[config.mk]
export PLATFORM = sky130hd
export DESIGN_NAME = mem_access_unit_flat
export DESIGN_NICKNAME = d
export VERILOG_FILES = /design/src/rtl/mem_access_unit_if.sv /design/src/rtl/mem_access_unit.sv /design/src/flat_wrapper.sv
export SDC_FILE = /design/constraint.sdc
export NUM_CORES = 1
export LEC_CHECK = 0
export BUFFER_PORTS_ARGS = -buffer_cell sky130_fd_sc_hd__buf_2
export CORE_MARGIN = 2
export CORE_UTILIZATION = 45
export CTS_BUF_LIST = sky130_fd_sc_hd__clkbuf_2 sky130_fd_sc_hd__clkbuf_4 sky130_fd_sc_hd__clkbuf_8
export DETAILED_ROUTE_END_ITERATION = 8
export MAX_ROUTING_LAYER = met4
export PLACE_DENSITY = 0.81
export SLEW_MARGIN = 5
export SYNTH_ARGS = -nofsm -noshare
export SYNTH_HDL_FRONTEND = slang
export SYNTH_SLANG_ARGS = --single-unit
[constraint.sdc]
create_clock -name clk -period 2.9 [get_ports clk]
set_clock_uncertainty 0.2 [all_clocks]
set_input_delay 0.87 -clock clk [delete_from_list [all_inputs] [get_ports clk]]
set_output_delay 0.87 -clock clk [all_outputs]
set_load 0.05 [all_outputs]
[src/rtl/mem_access_unit_if.sv]
// mem_access_unit_if: request/response and data-bus signals of the load/store unit
//   req_*   : op request from the pipeline (valid/ready handshake)
//   rsp_*   : one-cycle result strobe with load data and error flags
//   mem_*   : word-addressed data bus with byte write enables and ack
//   slave   : view of the load/store unit itself
//   master  : view of whoever drives requests and models the memory
interface mem_access_unit_if;
  logic        req_valid;
  logic        req_ready;
  logic [7:0]  req_op;
  logic [31:0] req_addr;
  logic [31:0] req_wdata;
  logic        rsp_valid;
  logic [31:0] rsp_rdata;
  logic        addr_err;
  logic        bus_err;
  logic        mem_en;
  logic [3:0]  mem_wen;
  logic [31:0] mem_addr;
  logic [31:0] mem_wdata;
  logic        mem_ack;
  logic [31:0] mem_rdata;
  modport slave (
    input  req_valid, req_op, req_addr, req_wdata, mem_ack, mem_rdata,
    output req_ready, rsp_valid, rsp_rdata, addr_err, bus_err,
           mem_en, mem_wen, mem_addr, mem_wdata
  );
  modport master (
    output req_valid, req_op, req_addr, req_wdata, mem_ack, mem_rdata,
    input  req_ready, rsp_valid, rsp_rdata, addr_err, bus_err,
           mem_en, mem_wen, mem_addr, mem_wdata
  );
endinterface

[src/rtl/mem_access_unit.sv]
// mem_access_unit: MEM-stage load/store unit driving a word bus with byte lanes
//   clk, resetn : clock and asynchronous active-low reset
//   bus         : mem_access_unit_if.slave (request in, response out, data bus out)
//   TIMEOUT_CYCLES : bus cycles without ack before the access ends with bus_err
module mem_access_unit #(
  parameter int TIMEOUT_CYCLES = 255
) (
  input logic clk,
  input logic resetn,
  mem_access_unit_if.slave bus
);
  localparam logic [7:0] LB = 8'hE0, LBU = 8'hE4, LH = 8'hE1, LHU = 8'hE5, LW = 8'hE3;
  localparam logic [7:0] SB = 8'hE8, SH = 8'hE9, SW = 8'hEB;
  localparam logic [7:0] TMAX = 8'(TIMEOUT_CYCLES - 1);
  typedef enum logic [1:0] {IDLE, BUS, RESP} state_t;
  state_t state, state_n;
  logic [7:0] op_q, cnt, op;
  logic [1:0] a_q, a;
  logic [31:0] d, rdata_q, addr_q, wdata_q, wdata_n, ld_v;
  logic [3:0] wen_q, wen_n;
  logic [15:0] h;
  logic [7:0] b;
  logic ae_q, be_q, accept, half, word, known, misal, go_bus, ack, tout;
  always_comb begin
    op = bus.req_op;
    a = bus.req_addr[1:0];
    d = bus.req_wdata;
    half = op == LH || op == LHU || op == SH;
    word = op == LW || op == SW;
    known = half || word || op == LB || op == LBU || op == SB;
    misal = (half && a[0]) || (word && a != 2'b00);
    accept = state == IDLE && bus.req_valid;
    go_bus = known && !misal;
    wen_n = op == SB ? 4'b0001 << a : op == SH ? (a[1] ? 4'b1100 : 4'b0011) : op == SW ? 4'b1111 : 4'b0000;
    wdata_n = op == SB ? {4{d[7:0]}} : op == SH ? {2{d[15:0]}} : op == SW ? d : 32'h0;
    // lane select uses the byte offset captured at accept, not the live request
    b = bus.mem_rdata[{a_q, 3'b000} +: 8];
    h = bus.mem_rdata[{a_q[1], 4'b0000} +: 16];
    ld_v = op_q == LB ? {{24{b[7]}}, b} : op_q == LBU ? {24'h0, b} :
           op_q == LH ? {{16{h[15]}}, h} : op_q == LHU ? {16'h0, h} :
           op_q == LW ? bus.mem_rdata : 32'h0;
    ack = state == BUS && bus.mem_ack;
    // ack in the final counted cycle takes priority over the timeout
    tout = state == BUS && !bus.mem_ack && cnt == TMAX;
    state_n = state == IDLE ? (accept ? (go_bus ? BUS : RESP) : IDLE) :
              state == BUS ? ((ack || tout) ? RESP : BUS) : IDLE;
  end
  always_ff @(posedge clk or negedge resetn)
    if (!resetn) state <= IDLE;
    else state <= state_n;
  always_ff @(posedge clk or negedge resetn)
    if (!resetn) begin
      op_q <= 8'h0;
      a_q <= 2'b00;
      cnt <= 8'h0;
      rdata_q <= 32'h0;
      ae_q <= 1'b0;
      be_q <= 1'b0;
      wen_q <= 4'h0;
      addr_q <= 32'h0;
      wdata_q <= 32'h0;
    end else if (accept) begin
      op_q <= op;
      a_q <= a;
      cnt <= 8'h0;
      rdata_q <= 32'h0;
      ae_q <= misal;
      be_q <= 1'b0;
      wen_q <= go_bus ? wen_n : 4'h0;
      addr_q <= go_bus ? {bus.req_addr[31:2], 2'b00} : 32'h0;
      wdata_q <= go_bus ? wdata_n : 32'h0;
    end else if (state == BUS) begin
      if (ack || tout) begin
        rdata_q <= ack ? ld_v : 32'h0;
        be_q <= tout;
        wen_q <= 4'h0;
        addr_q <= 32'h0;
        wdata_q <= 32'h0;
      end else cnt <= cnt + 8'd1;
    end
  assign bus.req_ready = state == IDLE;
  assign bus.rsp_valid = state == RESP;
  assign bus.rsp_rdata = state == RESP ? rdata_q : 32'h0;
  assign bus.addr_err = state == RESP && ae_q;
  assign bus.bus_err = state == RESP && be_q;
  assign bus.mem_en = state == BUS;
  assign bus.mem_wen = wen_q;
  assign bus.mem_addr = addr_q;
  assign bus.mem_wdata = wdata_q;
endmodule
[src/flat_wrapper.sv]
// flat-port wrapper written by rule: the top's interface ports become plain ports
module mem_access_unit_flat 
#(
  parameter int TIMEOUT_CYCLES = 255
)
  (clk, resetn, bus_req_valid, bus_req_op, bus_req_addr, bus_req_wdata, bus_mem_ack, bus_mem_rdata, bus_req_ready, bus_rsp_valid, bus_rsp_rdata, bus_addr_err, bus_bus_err, bus_mem_en, bus_mem_wen, bus_mem_addr, bus_mem_wdata);
  mem_access_unit_if bus_i ();
  input logic clk;
  input logic resetn;
  input wire logic [$bits(bus_i.req_valid)-1:0] bus_req_valid;
  input wire logic [$bits(bus_i.req_op)-1:0] bus_req_op;
  input wire logic [$bits(bus_i.req_addr)-1:0] bus_req_addr;
  input wire logic [$bits(bus_i.req_wdata)-1:0] bus_req_wdata;
  input wire logic [$bits(bus_i.mem_ack)-1:0] bus_mem_ack;
  input wire logic [$bits(bus_i.mem_rdata)-1:0] bus_mem_rdata;
  output wire logic [$bits(bus_i.req_ready)-1:0] bus_req_ready;
  output wire logic [$bits(bus_i.rsp_valid)-1:0] bus_rsp_valid;
  output wire logic [$bits(bus_i.rsp_rdata)-1:0] bus_rsp_rdata;
  output wire logic [$bits(bus_i.addr_err)-1:0] bus_addr_err;
  output wire logic [$bits(bus_i.bus_err)-1:0] bus_bus_err;
  output wire logic [$bits(bus_i.mem_en)-1:0] bus_mem_en;
  output wire logic [$bits(bus_i.mem_wen)-1:0] bus_mem_wen;
  output wire logic [$bits(bus_i.mem_addr)-1:0] bus_mem_addr;
  output wire logic [$bits(bus_i.mem_wdata)-1:0] bus_mem_wdata;
  assign bus_i.req_valid = bus_req_valid;
  assign bus_i.req_op = bus_req_op;
  assign bus_i.req_addr = bus_req_addr;
  assign bus_i.req_wdata = bus_req_wdata;
  assign bus_i.mem_ack = bus_mem_ack;
  assign bus_i.mem_rdata = bus_mem_rdata;
  assign bus_req_ready = bus_i.req_ready;
  assign bus_rsp_valid = bus_i.rsp_valid;
  assign bus_rsp_rdata = bus_i.rsp_rdata;
  assign bus_addr_err = bus_i.addr_err;
  assign bus_bus_err = bus_i.bus_err;
  assign bus_mem_en = bus_i.mem_en;
  assign bus_mem_wen = bus_i.mem_wen;
  assign bus_mem_addr = bus_i.mem_addr;
  assign bus_mem_wdata = bus_i.mem_wdata;
  mem_access_unit #(.TIMEOUT_CYCLES(TIMEOUT_CYCLES)) u_core (.clk(clk), .resetn(resetn), .bus(bus_i));
endmodule
==> results of run 1 <==
metrics by stage:
step	worst slack (ns)	total power [mW]	hold slack, ns
2_1_floorplan	0.01334	2.110	0.2304
6_report	0.1082	3.943	0.07890
3_5_place_dp	0.1743	2.347	0.2532
3_3_place_gp	0.2503	2.327	0.2523
4_1_cts	0.03955	3.977	0.05976
5_1_grt	-0.002593	4.117	0.05572
layer usage:
metal  GRT usage (%)  vias to the layer above  wire, µm
li1                -                     2367         -
met1           30.70                     2520      6973
met2           37.17                      249      7419
met3           5.426                       34      1079
met4           10.77                        0       452
met5               -                        -         0
cells by family after synthesis:
| family | count (synthesis) | share of synthesized area [%] |
|---|---|---|
| simple gates | 132 | 12.32 |
| mux | 27 | 4.827 |
| compound gates | 186 | 26.30 |
| other cells | 1 | 0.06430 |
| buf+inv | 51 | 4.420 |
| fa+ha+maj | 2 | 0.4290 |
| flops | 120 | 51.49 |
| xor+xnor | 1 | 0.1502 |
power by group:
group	internal, mW	switching [mW]
registers	1.70	0.0410
logic	0.218	0.356
clock network	0.953	0.673
state kept, by name, indices dropped and copies added, names as in the netlist:
register / cells
u_core.op_q: 8
u_core.be_q: 1
u_core.bus.mem_wen: 4
u_core.cnt: 8
u_core.rdata_q: 32
u_core.a_q: 2
u_core.bus.mem_addr: 30
u_core.state: 2
u_core.ae_q: 1
u_core.bus.mem_wdata: 32
cells in the final DEF, fill, tap and decap left out, types with 9 or more instances in the layout:
cell	n
a22oi_1	9
buf_2	205
o2bb2ai_1	38
o2bb2ai_2	10
nor2_1	10
clkbuf_8	21
o21ai_0	19
mux2i_1	18
buf_4	15
and2_1	38
nand2_1	39
a22o_1	47
a21oi_1	25
dfrtp_1	120
how the worst max path moves through the flow:
stage	cells past startpoint	from	end
floorplan	3	u_core.state[1]	bus_rsp_rdata[22]
finish	4	u_core.state[1]	bus_rsp_rdata[15]
global placement	5	bus_req_op[4]	u_core.bus.mem_wdata[9]
global route	4	u_core.state[1]	bus_rsp_rdata[15]
detailed placement	5	bus_req_op[4]	u_core.bus.mem_wdata[12]
CTS	4	u_core.state[1]	bus_rsp_rdata[15]
layout make-up:
cell class | count | area (µm²)
Clock buffer | 22 | 296.5
Clock inverter | 10 | 142.6
Fill cell | 1107 | 5090
Inverter | 8 | 30.03
Multi-Input combinational cell | 350 | 2582
Sequential cell | 120 | 3003
Tap cell | 172 | 215.2
Timing Repair Buffer | 229 | 1260
==> impl_metrics.csv, run 1 <==
group,metric,value,unit
floorplan,ios,213,
sta,relSlewSlack,43.88,%
layout,fin_util,59.67,%
logic_synthesis,ys_types,55,
layout,drive_above_1_share,38.43,%
layout,area_growth,29.11,%
floorplan,initial_core_util,46.21,%
route,drt_iter0_drc,445,
logic_synthesis,synth_area_leaders,"dfrtp_1 (51%), a22o_1 (7.1%), o2bb2ai_1 (5.7%)",
logic_synthesis,synth-seq-area-share,51.49,%
pwr,vdd_ir_drop_max,0.0002978,V
placed_design,port_buffers,210,
setup_path,cpMaxStageDelayCell,"dfrtp_1",
setup_path,r2r-start,"u_core.cnt[0]",
placed_design,dp.cells,879,
route,dr.pass1.iters,5,
sta,min_period,2.792,ns
setup_path,crit_arrival,1.72,ns
sta,setup_tns,0,ns
flow_run,drv_cap,0,
clock_tree,cts_tree,"built",
setup_path,max_stage_delay,0.41,ns
floorplan,core-area,12620,µm²
clock_tree,cts_buffers,17,
global_routing,grt_max_degree,60,
logic_synthesis,yosysTopAreaCellShare,51.49,%
setup_path,path_buf_inv,2,
setup_path,rr_endpoint,"u_core.bus.mem_wdata[27]",
floorplan,rows,41,
clock_tree,cts_resized,0,
logic_synthesis,ys_top_cells_by_count,"dfrtp_1 (120), a22o_1 (47), nand2_1 (39)",
setup_path,critical_path.top_delay_family,"buffers and inverters",
logic_synthesis,synthArstFlopShare,100.0,%
setup_path,cp-end-kind,"primary output",
placed_design,place_area,7077,µm²
layout,layout.cells.non_filler,911,
floorplan,die_w,117.8,µm
route,antenna_violating_nets_post_route,0,
floorplan,die_h,117.8,µm
route,vias_per_cell,5.675,
sta,worst_pin_slew,0.8353,ns
logic_synthesis,mappedNetlistArea,5832,µm²
clock_tree,cts_buffer_depth,2,
global_routing,first_global_vias,5247,
setup_path,critPathKind,"reg2out",
run_status,status,"completed",
global_routing,grt_usage,24.16,%
sta,setup_violations,0,
setup_path,required,1.83,ns
sta,maxSlewViolCount,0,
setup_path,cp_max_fo,35,
floorplan,die_area,13890,µm²
logic_synthesis,ys_ff_latch,120,
setup_path,startpoint_type,"flip-flop",
setup_path,worst-r2r-setup-slack,0.66,ns
placed_design,gp_congestion,0.9618,
clock_tree,ctsHoldBuffers,0,
route,via_count,5170,
placed_design,dp_hpwl,11680,µm
logic_synthesis,synth_ff_type,"dfrtp_1",
route,drc_errors,0,
setup_path,reg2regPathDepth,7,
clock_tree,cts_setup_buffers,0,
sta,fmax,358.2,MHz
layout,final_area,7530,µm²
global_routing,overflow,0,
clock_tree,h-tree-depth,4,
sta,hold_viol_final,0,
setup_path,path_cells,"nor2b_1 -> buf_6 -> and2_1 -> buf_2",
layout,final_nets,836,
clock_tree,clk_latency,0.41,ns
layout,num_antenna_cells,0,
pwr,p_per_area,523.6,nW/µm²
min_path,hold_path.class,"in2async",
global_routing,grt_pass1_wl,26500,µm
clock_tree,cts_num_sinks,120,
sta,fin_crit_sh,96.27,%
logic_synthesis,yosysTopAreaCell,"dfrtp_1",
logic_synthesis,synth-edff-count,0,
logic_synthesis,syn_area_per_cell,11.22,µm²
clock_tree,clk_pin_slew,0.07,ns
route,wire_per_inst,17.48,µm
global_routing,antenna_found_initial,0,
clock_tree,clock-root-buffer,"clkbuf_8",
pwr,p_leak,3.897,nW
route,routed_wl,15920,µm
logic_synthesis,yosysMostFrequentCell,"dfrtp_1",
logic_synthesis,yosys_warnings,0,
logic_synthesis,syn_inst,520,
Power figures use the tool's default switching activity.
==> run 2: changes to the inputs <==
Settings changed: CELL_PAD_IN_SITES_DETAIL_PLACEMENT set to 1, CELL_PAD_IN_SITES_GLOBAL_PLACEMENT set to 1, CORE_MARGIN 2 to not set, CORE_UTILIZATION 45 to 42, PLACE_DENSITY 0.81 to 0.95.
==> impl_metrics.csv, run 2 (same netlist as run 1, synthesis figures left out) <==
group,metric,value,unit
run_status,status,"completed",
setup_path,cp-end-kind,"primary output",
layout,num_antenna_cells,0,
route,drt_iter0_drc,466,
setup_path,required,1.83,ns
floorplan,rows,42,
layout,fin_util,56.22,%
global_routing,met2_usage,46.21,%
route,wire_per_inst,21.08,µm
global_routing,grt_use_met1,33.59,%
sta,fin_crit_sh,97.10,%
global_routing,grt_max_degree,57,
min_path,hold_path.class,"in2async",
route,routed_wl,19270,µm
sta,setup_violations,0,
global_routing,antenna_found_initial,0,
setup_path,crit_arrival,1.75,ns
clock_tree,clk_pin_slew,0.09,ns
route,dr.pass1.iters,6,
clock_tree,cts_tree,"built",
layout,final_common_cell,"buf_2",
layout,final_nets,835,
floorplan,die_w,119.8,µm
sta,setup_tns,0,ns
placed_design,gp_congestion,0.9449,
sta,relSlewSlack,37.32,%
clock_tree,ctsHoldBuffers,0,
clock_tree,cts_buffer_depth,2,
sta,min_period,2.816,ns
pwr,p_leak,3.891,nW
global_routing,grt_pass1_wl,29870,µm
route,vias_per_cell,5.904,
floorplan,die_h,119.8,µm
clock_tree,clock-root-buffer,"clkbuf_8",
placed_design,port_buffers,210,
sta,finalWorstSetupSlack,0.08422,ns
clock_tree,h-tree-depth,4,
floorplan,initial_core_util,43.52,%
global_routing,overflow,0,
floorplan,ios,213,
clock_tree,clk_latency,0.45,ns
global_routing,grt_usage,28.01,%
layout,drive_above_1_share,38.62,%
sta,worst_pin_slew,0.9373,ns
clock_tree,cts_buffers,17,
setup_path,crit_start,"u_core.state[0]",
sta,maxSlewViolCount,0,
sta,hold_viol_final,0,
sta,fmax,355.1,MHz
setup_path,r2r-start,"u_core.a_q[1]",
setup_path,cp_max_fo,17,
route,antenna_violating_nets_post_route,0,
pwr,p_per_area,522.6,nW/µm²
route,via_count,5396,
placed_design,dp_hpwl,13760,µm
floorplan,die_area,14360,µm²
placed_design,pre_cts_ws,0.1815,ns
layout,final_cell_mix,"buf_2 (198), dfrtp_1 (119), a22o_1 (47), nand2_1 (39)",
pwr,vdd_ir_drop_max,0.0002865,V
clock_tree,cts_num_sinks,120,
global_routing,first_global_vias,5665,
setup_path,startpoint_type,"flip-flop",
setup_path,critPathKind,"reg2out",
flow_run,drv_cap,0,
global_routing,grt_busiest_layer,"met2",
floorplan,core-area,13400,µm²
route,drc_errors,0,
global_routing,grt_use_met3,5.323,%
layout,area_growth,29.18,%
clock_tree,cts_setup_buffers,0,
run 2: path summary, 6_finish.rpt:
check	endpoint	slack, ns	cells past startpoint
max	bus_rsp_rdata[1]	0.08	4
min	u_core.rdata_q[5]	0.17	1
max reg2reg	u_core.rdata_q[18]	0.46	5
min reg2reg	u_core.op_q[7]	0.27	2
max in group asynchronous	u_core.bus.mem_addr[12]	1.59	2
min in group clk	u_core.op_q[7]	0.27	2
run 2: critical path, cell delays in order (launching register included):
cell	delay, ns
dfrtp_1	0.46
nor2b_4	0.19
buf_4	0.24
and2_1	0.15
buf_2	0.25
run 2: routing by layer:
metal	part of all wire, %	wire (µm)	up-vias
li1	-	-	2369
met1	40	7682	2704
met2	50	9681	287
met3	7.1	1361	36
met4	2.8	546	0
met5	0	0	-
run 2: through the flow:
step / instances / power (mW) / cell area, µm² / hold WS (ns)
2_1_floorplan: 521 / 2.110 / 5836 / 0.2304
3_3_place_gp: 881 / 2.319 / 7067 / 0.2471
3_5_place_dp: 881 / 2.356 / 7067 / 0.2610
4_1_cts: 913 / 3.956 / 7502 / 0.1570
5_1_grt: 914 / 4.092 / 7533 / 0.1674
6_report: 914 / 3.937 / 7533 / 0.1650
run 2: timing repair:
action / 4_1_cts / 5_1_grt
gates resized for setup: 6 / 11
gates cloned: 0 / 1
endpoints found under the hold margin: 0 / 0
setup endpoints to repair: 33 / 33
run 2: report_power, final:
| group | leakage [nW] | switching, mW | total (mW) | internal [mW] |
|---|---|---|---|---|
| clock | 0.208 | 0.697 | 1.60 | 0.900 |
| sequential | 1.66 | 0.0517 | 1.75 | 1.70 |
| combinational | 2.03 | 0.373 | 0.587 | 0.214 |
| total | 3.89 | 1.12 | 3.94 | 2.82 |
run 2: layout make-up:
type                       instances  area [µm²]
clock inverter                    12       150.1
tap                              176       220.2
multi-input combinational        350        2590
timing repair buffer             228        1270
fill                            1537        5867
inverter                           8       30.03
sequential                       120        3004
clock buffer                      20       269.0
